[config.mk]
export PLATFORM = sky130hd
export DESIGN_NAME = ram_loader
export DESIGN_NICKNAME = d
export VERILOG_FILES = /design/src/rtl/ram_loader_pkg.sv /design/src/rtl/ram_loader.sv
export SDC_FILE = /design/constraint.sdc
export NUM_CORES = 1
export LEC_CHECK = 0
export CAP_MARGIN = 25
export CELL_PAD_IN_SITES_DETAIL_PLACEMENT = 0
export CELL_PAD_IN_SITES_GLOBAL_PLACEMENT = 1
export CORE_UTILIZATION = 30
export DETAILED_ROUTE_END_ITERATION = 8
export PLACE_DENSITY_LB_ADDON = 0.1
export SLEW_MARGIN = 20
export SYNTH_ARGS = -nofsm -noshare
export SYNTH_HDL_FRONTEND = slang
export SYNTH_SLANG_ARGS = --single-unit
[constraint.sdc]
create_clock -name clk -period 2.3 [get_ports clk]
set_clock_uncertainty 0.05 [all_clocks]
set_input_delay 0.46 -clock clk [delete_from_list [all_inputs] [get_ports clk]]
set_output_delay 0.46 -clock clk [all_outputs]
set_load 0.01 [all_outputs]
[src/rtl/ram_loader_pkg.sv]
// Shared types and constants for the boot-time RAM loader.
package ram_loader_pkg;

  localparam int unsigned DATA_W = 8;
  localparam int unsigned ADDR_W = 8;

  // A length header of zero requests a full 2**ADDR_W byte image.
  localparam bit LEN_ZERO_MEANS_FULL = 1'b1;

  typedef enum logic [2:0] {
    IDLE,
    HDR,
    DATA,
    WRITE,
    CSUM,
    FIN
  } loader_state_t;

endpackage

[src/rtl/ram_loader.sv]
// Boot-time program loader: takes a length-prefixed byte stream and writes
// the payload into the 8-bit RAM, holding the CPU off the bus until done.
// Optional trailing checksum byte enabled by defining RAM_LOADER_CHECKSUM_EN.
module ram_loader #(
  parameter int unsigned DATA_W    = ram_loader_pkg::DATA_W,
  parameter int unsigned ADDR_W    = ram_loader_pkg::ADDR_W,
  parameter int unsigned BASE_ADDR = 0
) (
  input  logic              clk,
  input  logic              rst_n,
  input  logic              start,
  input  logic [DATA_W-1:0] in_data,
  input  logic              in_valid,
  output logic              in_ready,
  output logic [ADDR_W-1:0] ram_addr,
  output logic [DATA_W-1:0] ram_data,
  output logic              ram_wm,
  output logic              ram_wb,
  output logic              bus_oe,
  output logic              cpu_hold,
  output logic              busy,
  output logic              done,
  output logic              error
);
  import ram_loader_pkg::*;

  // Count and pointer carry one extra bit so a full-depth image fits.
  localparam int unsigned CW = ADDR_W + 1;

  loader_state_t     state_q, state_d;
  logic [CW-1:0]     cnt_q, cnt_d;
  logic [CW-1:0]     ptr_q, ptr_d;
  logic [ADDR_W-1:0] addr_d;
  logic [DATA_W-1:0] data_d;
  logic              done_d;
  logic              hold_d;
  logic              error_d;
  logic              hs;

`ifdef RAM_LOADER_CHECKSUM_EN
  logic [DATA_W-1:0] sum_q, sum_d;
`endif

  assign hs     = in_valid & in_ready;
  // The loader only ever writes RAM; it never asks RAM to drive the bus.
  assign ram_wb = 1'b0;

  // Next-state and next-register-value logic for the load sequence.
  always_comb begin
    // NOTE: every signal gets a default before the case so no path can infer a latch.
    state_d = state_q;
    cnt_d   = cnt_q;
    ptr_d   = ptr_q;
    addr_d  = ram_addr;
    data_d  = ram_data;
    done_d  = done;
    hold_d  = cpu_hold;
    error_d = error;
`ifdef RAM_LOADER_CHECKSUM_EN
    sum_d   = sum_q;
`endif
    unique case (state_q)
      IDLE: begin
        if (start) begin
          state_d = HDR;
          done_d  = 1'b0;
          error_d = 1'b0;
          hold_d  = 1'b1;
`ifdef RAM_LOADER_CHECKSUM_EN
          sum_d   = '0;
`endif
        end
      end
      HDR: begin
        if (hs) begin
          if (LEN_ZERO_MEANS_FULL && in_data == '0) cnt_d = CW'(1) << ADDR_W;
          else                                      cnt_d = CW'(in_data);
          ptr_d   = '0;
          state_d = DATA;
`ifdef RAM_LOADER_CHECKSUM_EN
          sum_d   = sum_q + in_data;
`endif
        end
      end
      DATA: begin
        if (hs) begin
          data_d  = in_data;
          addr_d  = ADDR_W'(CW'(BASE_ADDR) + ptr_q);
          state_d = WRITE;
`ifdef RAM_LOADER_CHECKSUM_EN
          sum_d   = sum_q + in_data;
`endif
        end
      end
      WRITE: begin
        ptr_d = ptr_q + CW'(1);
        cnt_d = cnt_q - CW'(1);
        if (cnt_q == CW'(1)) begin
`ifdef RAM_LOADER_CHECKSUM_EN
          state_d = CSUM;
`else
          state_d = FIN;
`endif
        end else begin
          state_d = DATA;
        end
      end
`ifdef RAM_LOADER_CHECKSUM_EN
      CSUM: begin
        if (hs) begin
          // The trailing byte makes the whole stream sum to zero when intact.
          if (DATA_W'(sum_q + in_data) == '0) begin
            state_d = FIN;
          end else begin
            state_d = IDLE;
            error_d = 1'b1;
          end
        end
      end
`endif
      FIN:     state_d = IDLE;
      default: state_d = IDLE;
    endcase
    // Releasing the CPU happens only on a successful finish.
    if (state_d == FIN) begin
      done_d = 1'b1;
      hold_d = 1'b0;
    end
  end

  // State, counters and registered outputs; outputs follow the next state.
  always_ff @(posedge clk or negedge rst_n) begin
    if (!rst_n) begin
      state_q  <= IDLE;
      cnt_q    <= '0;
      ptr_q    <= '0;
      in_ready <= 1'b0;
      ram_addr <= ADDR_W'(BASE_ADDR);
      ram_data <= '0;
      ram_wm   <= 1'b0;
      bus_oe   <= 1'b0;
      cpu_hold <= 1'b1;
      busy     <= 1'b0;
      done     <= 1'b0;
    end else begin
      // NOTE: non-blocking assignments so every register updates from pre-edge values.
      state_q  <= state_d;
      cnt_q    <= cnt_d;
      ptr_q    <= ptr_d;
      in_ready <= (state_d == HDR) || (state_d == DATA) || (state_d == CSUM);
      ram_addr <= addr_d;
      ram_data <= data_d;
      ram_wm   <= (state_d == WRITE);
      bus_oe   <= (state_d == WRITE);
      cpu_hold <= hold_d;
      busy     <= (state_d == HDR) || (state_d == DATA) ||
                  (state_d == WRITE) || (state_d == CSUM);
      done     <= done_d;
    end
  end

`ifdef RAM_LOADER_CHECKSUM_EN
  // Running checksum and sticky failure flag.
  always_ff @(posedge clk or negedge rst_n) begin
    if (!rst_n) begin
      sum_q <= '0;
      error <= 1'b0;
    end else begin
      sum_q <= sum_d;
      error <= error_d;
    end
  end
`else
  assign error = 1'b0;
  logic unused_error_d;
  assign unused_error_d = error_d;
`endif

endmodule
==> flow_summary.yaml <==
global_routing:
  busiest_layer: "met2"
  grt_pass1_vias: 1498
  grt_use_total_pct: 14.63
  met2_usage_pct: 23.92
  gr-total-overflow: 0
  antenna_found_initial: 0
  grt.met1_usage_pct: 19.00
  grt_pass1_wl_um: 7286
  grt_use_met3_pct: 3.778
  grt_max_degree: 42
setup_path:
  cp_cell_sequence: "or4_4, or4_4, a21o_1, a221o_1"
  cp.required_ns: 2.42
  path_class: "register to register"
  cp_slowest_cell: "or4_4"
  critPathMaxFanout: 6
  cp_data_arrival_time_ns: 2.23
  path_delay_family: "simple AND/OR/NAND/NOR gates"
  startpoint_type: "register"
  rrSetupSlack_ns: 0.19
  crit_top_cell: "or4_4"
  cpPeakStageDelay_ns: 0.56
  endpoint_kind: "register"
  crit_buf_inv: 0
synth:
  syn_inst: 177
  yosysTopAreaCell: "dfrtp_1"
  synth_top_area_share_pct: 52.67
  synth_seq_cells: 41
  synth_area_leaders: "dfrtp_1, mux2_2, o21ai_0"
  avgSynthCellArea_um2: 10.74
  ys_seq_area_share_pct: 54.05
  yosys_warnings: 0
  synth.distinct_cells: 37
  synth_area_um2: 1901
power:
  p_per_area_nw_per_um2: 1296
  p_leak_nw: 1.032
  irDropWorstVdd_mv: 0.4205
  total_power_mw: 3.131
finish:
  fillers: 608
  final_common_cell: "dfrtp_1"
  n_antenna_cell: 0
  regArea_um2: 1027
  instances_no_fill: 292
  synthToLayoutAreaGrowth_pct: 27.12
  num-nets-final: 231
  final_layout_size_suffix_gt1_share_pct: 17.51
  multi_input_area_um2: 819.5
  layout_common_cells: "dfrtp_1, clkdlybuf4s50_1, nand2_1, mux2_2, o21ai_0"
hold_path:
  hold_class: "input pin to asynchronous set/reset pin"
clock_network:
  path_clk_slew_ns: 0.09
  clock_sinks: 41
  cts_buffer_depth: 2
  cts_tree: "done"
  clock_latency_ns: 0.30
  ctsHoldBuffers: 0
  cts_resized: 0
  cts_setup_buffers: 0
  numCtsBuffers: 5
  h-tree-depth: 2
  cts-root-buf: "clkbuf_8"
routing:
  firstDrtPassIters: 4
  wl_per_cell_um: 15.12
  vias: 1509
  via_per_inst: 5.168
  first_iter_violations: 67
  postRouteWirelength_um: 4415
  drcViolationCount: 0
  drtAntennaViolNets: 0
timing:
  max_freq_mhz: 474.9
  hold_violations: 0
  setup_viol: 0
  finalMaxSlewViolations: 0
  setup-tns-final_ns: 0
  tightestPinTransition_ns: 0.5376
  fin_crit_ns: 2.106
  rsz0062_at_grt: "false"
  slew_headroom_pct: 64.16
  fin_crit_sh_pct: 91.55
  setup_slack_ns: 0.1943
placed_design:
  place_congestion: 0.8346
  port_buffers: 33
  dpl.hpwl_um: 2994
  dp.cells: 284
  dpl_worst_slack_ns: 0.2413
die:
  coreArea_um2: 6026
  io-pin-count: 36
  die_w_um: 81.60
  die_h_um: 81.60
  start_util_pct: 31.54
  die_area_um2: 6658
  rows: 28
outcome:
  status: "finished clean"
flow_run:
  drv_cap: 0
## per-stage QoR
stage,instance area [um2],utilization (%),hold slack [ns]
after detailed placement,2330,38.66,0.4190
after CTS,2416,40.10,0.1813
final,2416,40.10,0.1684
after global routing,2416,40.10,0.2082
after global placement,2330,38.66,0.4306
after floorplan,1904,-,0.1144
## cells in the mapped netlist (all sizes together)
cell,count
conb,1
mux2,17
buf,4
nand3,10
mux2i,3
dfrtp,40
nor4b,1
nand2,17
and3b,1
o2bb2a,1
a21oi,6
clkbuf,5
a221o,4
nor4,4
nand2b,1
or4,3
o311ai,1
ha,3
dfstp,1
nand3b,1
nand4,2
inv,3
a21boi,1
or2,1
or3,1
o21ai,17
nor2b,1
and3,2
a21o,1
nor3,4
a31oi,2
and2,2
nor2,13
o211ai,3
## cells by family (layout without fill, tap and decap cells)
family / count (synthesis) / after routing / synth area share, %
buffers and inverters: 12 / 51 / 3.028
AOI/OAI and AO/OA: 36 / 36 / 11.98
other: 1 / 2 / 0.1973
muxes: 20 / 20 / 11.65
adders and majority gates: 3 / 3 / 1.975
DFF: 41 / 41 / 54.05
and+or+nand+nor: 64 / 64 / 17.12
## registers in the layout, summed over array words and instances, names as in the netlist
| register | flops |
|---|---|
| state_q | 3 |
| done | 1 |
| busy | 1 |
| cnt_q | 9 |
| ram_data | 8 |
| bus_oe | 1 |
| cpu_hold | 1 |
| ram_addr | 8 |
| in_ready | 1 |
| ptr_q | 8 |
## layer usage
layer / share of wire [%] / up-vias
met5: 0 / -
met4: 0.95 / 0
met3: 4.8 / 5
met2: 48 / 44
met1: 46 / 748
li1: - / 712
## area by class of cell
cell class | count | share of cell area, %
flip-flops and latches | 41 | 42.52
inverters | 3 | 0.4661
repair buffers | 40 | 15.64
clock inverters | 3 | 0.7250
well taps | 75 | 3.884
multi-input cells | 125 | 33.92
clock buffers | 5 | 2.848
## worst paths after layout
path,startpoint,end,depth (start not counted)
max in group asynchronous,rst_n,cnt_q[4],2
hold / removal,rst_n,ram_addr[3],2
min in group clk,ptr_q[7],ptr_q[7],1
hold reg to reg,ptr_q[7],ptr_q[7],1
setup reg to reg,cnt_q[2],cnt_q[7],4
setup / recovery,cnt_q[2],cnt_q[7],4
## power breakdown
part | internal (mW) | total, mW | switching, mW
registers | 1.02 | 1.27 | 0.252
logic | 0.747 | 1.38 | 0.635
clock network | 0.210 | 0.474 | 0.265
No activity file was read; power rests on OpenSTA's default activity.
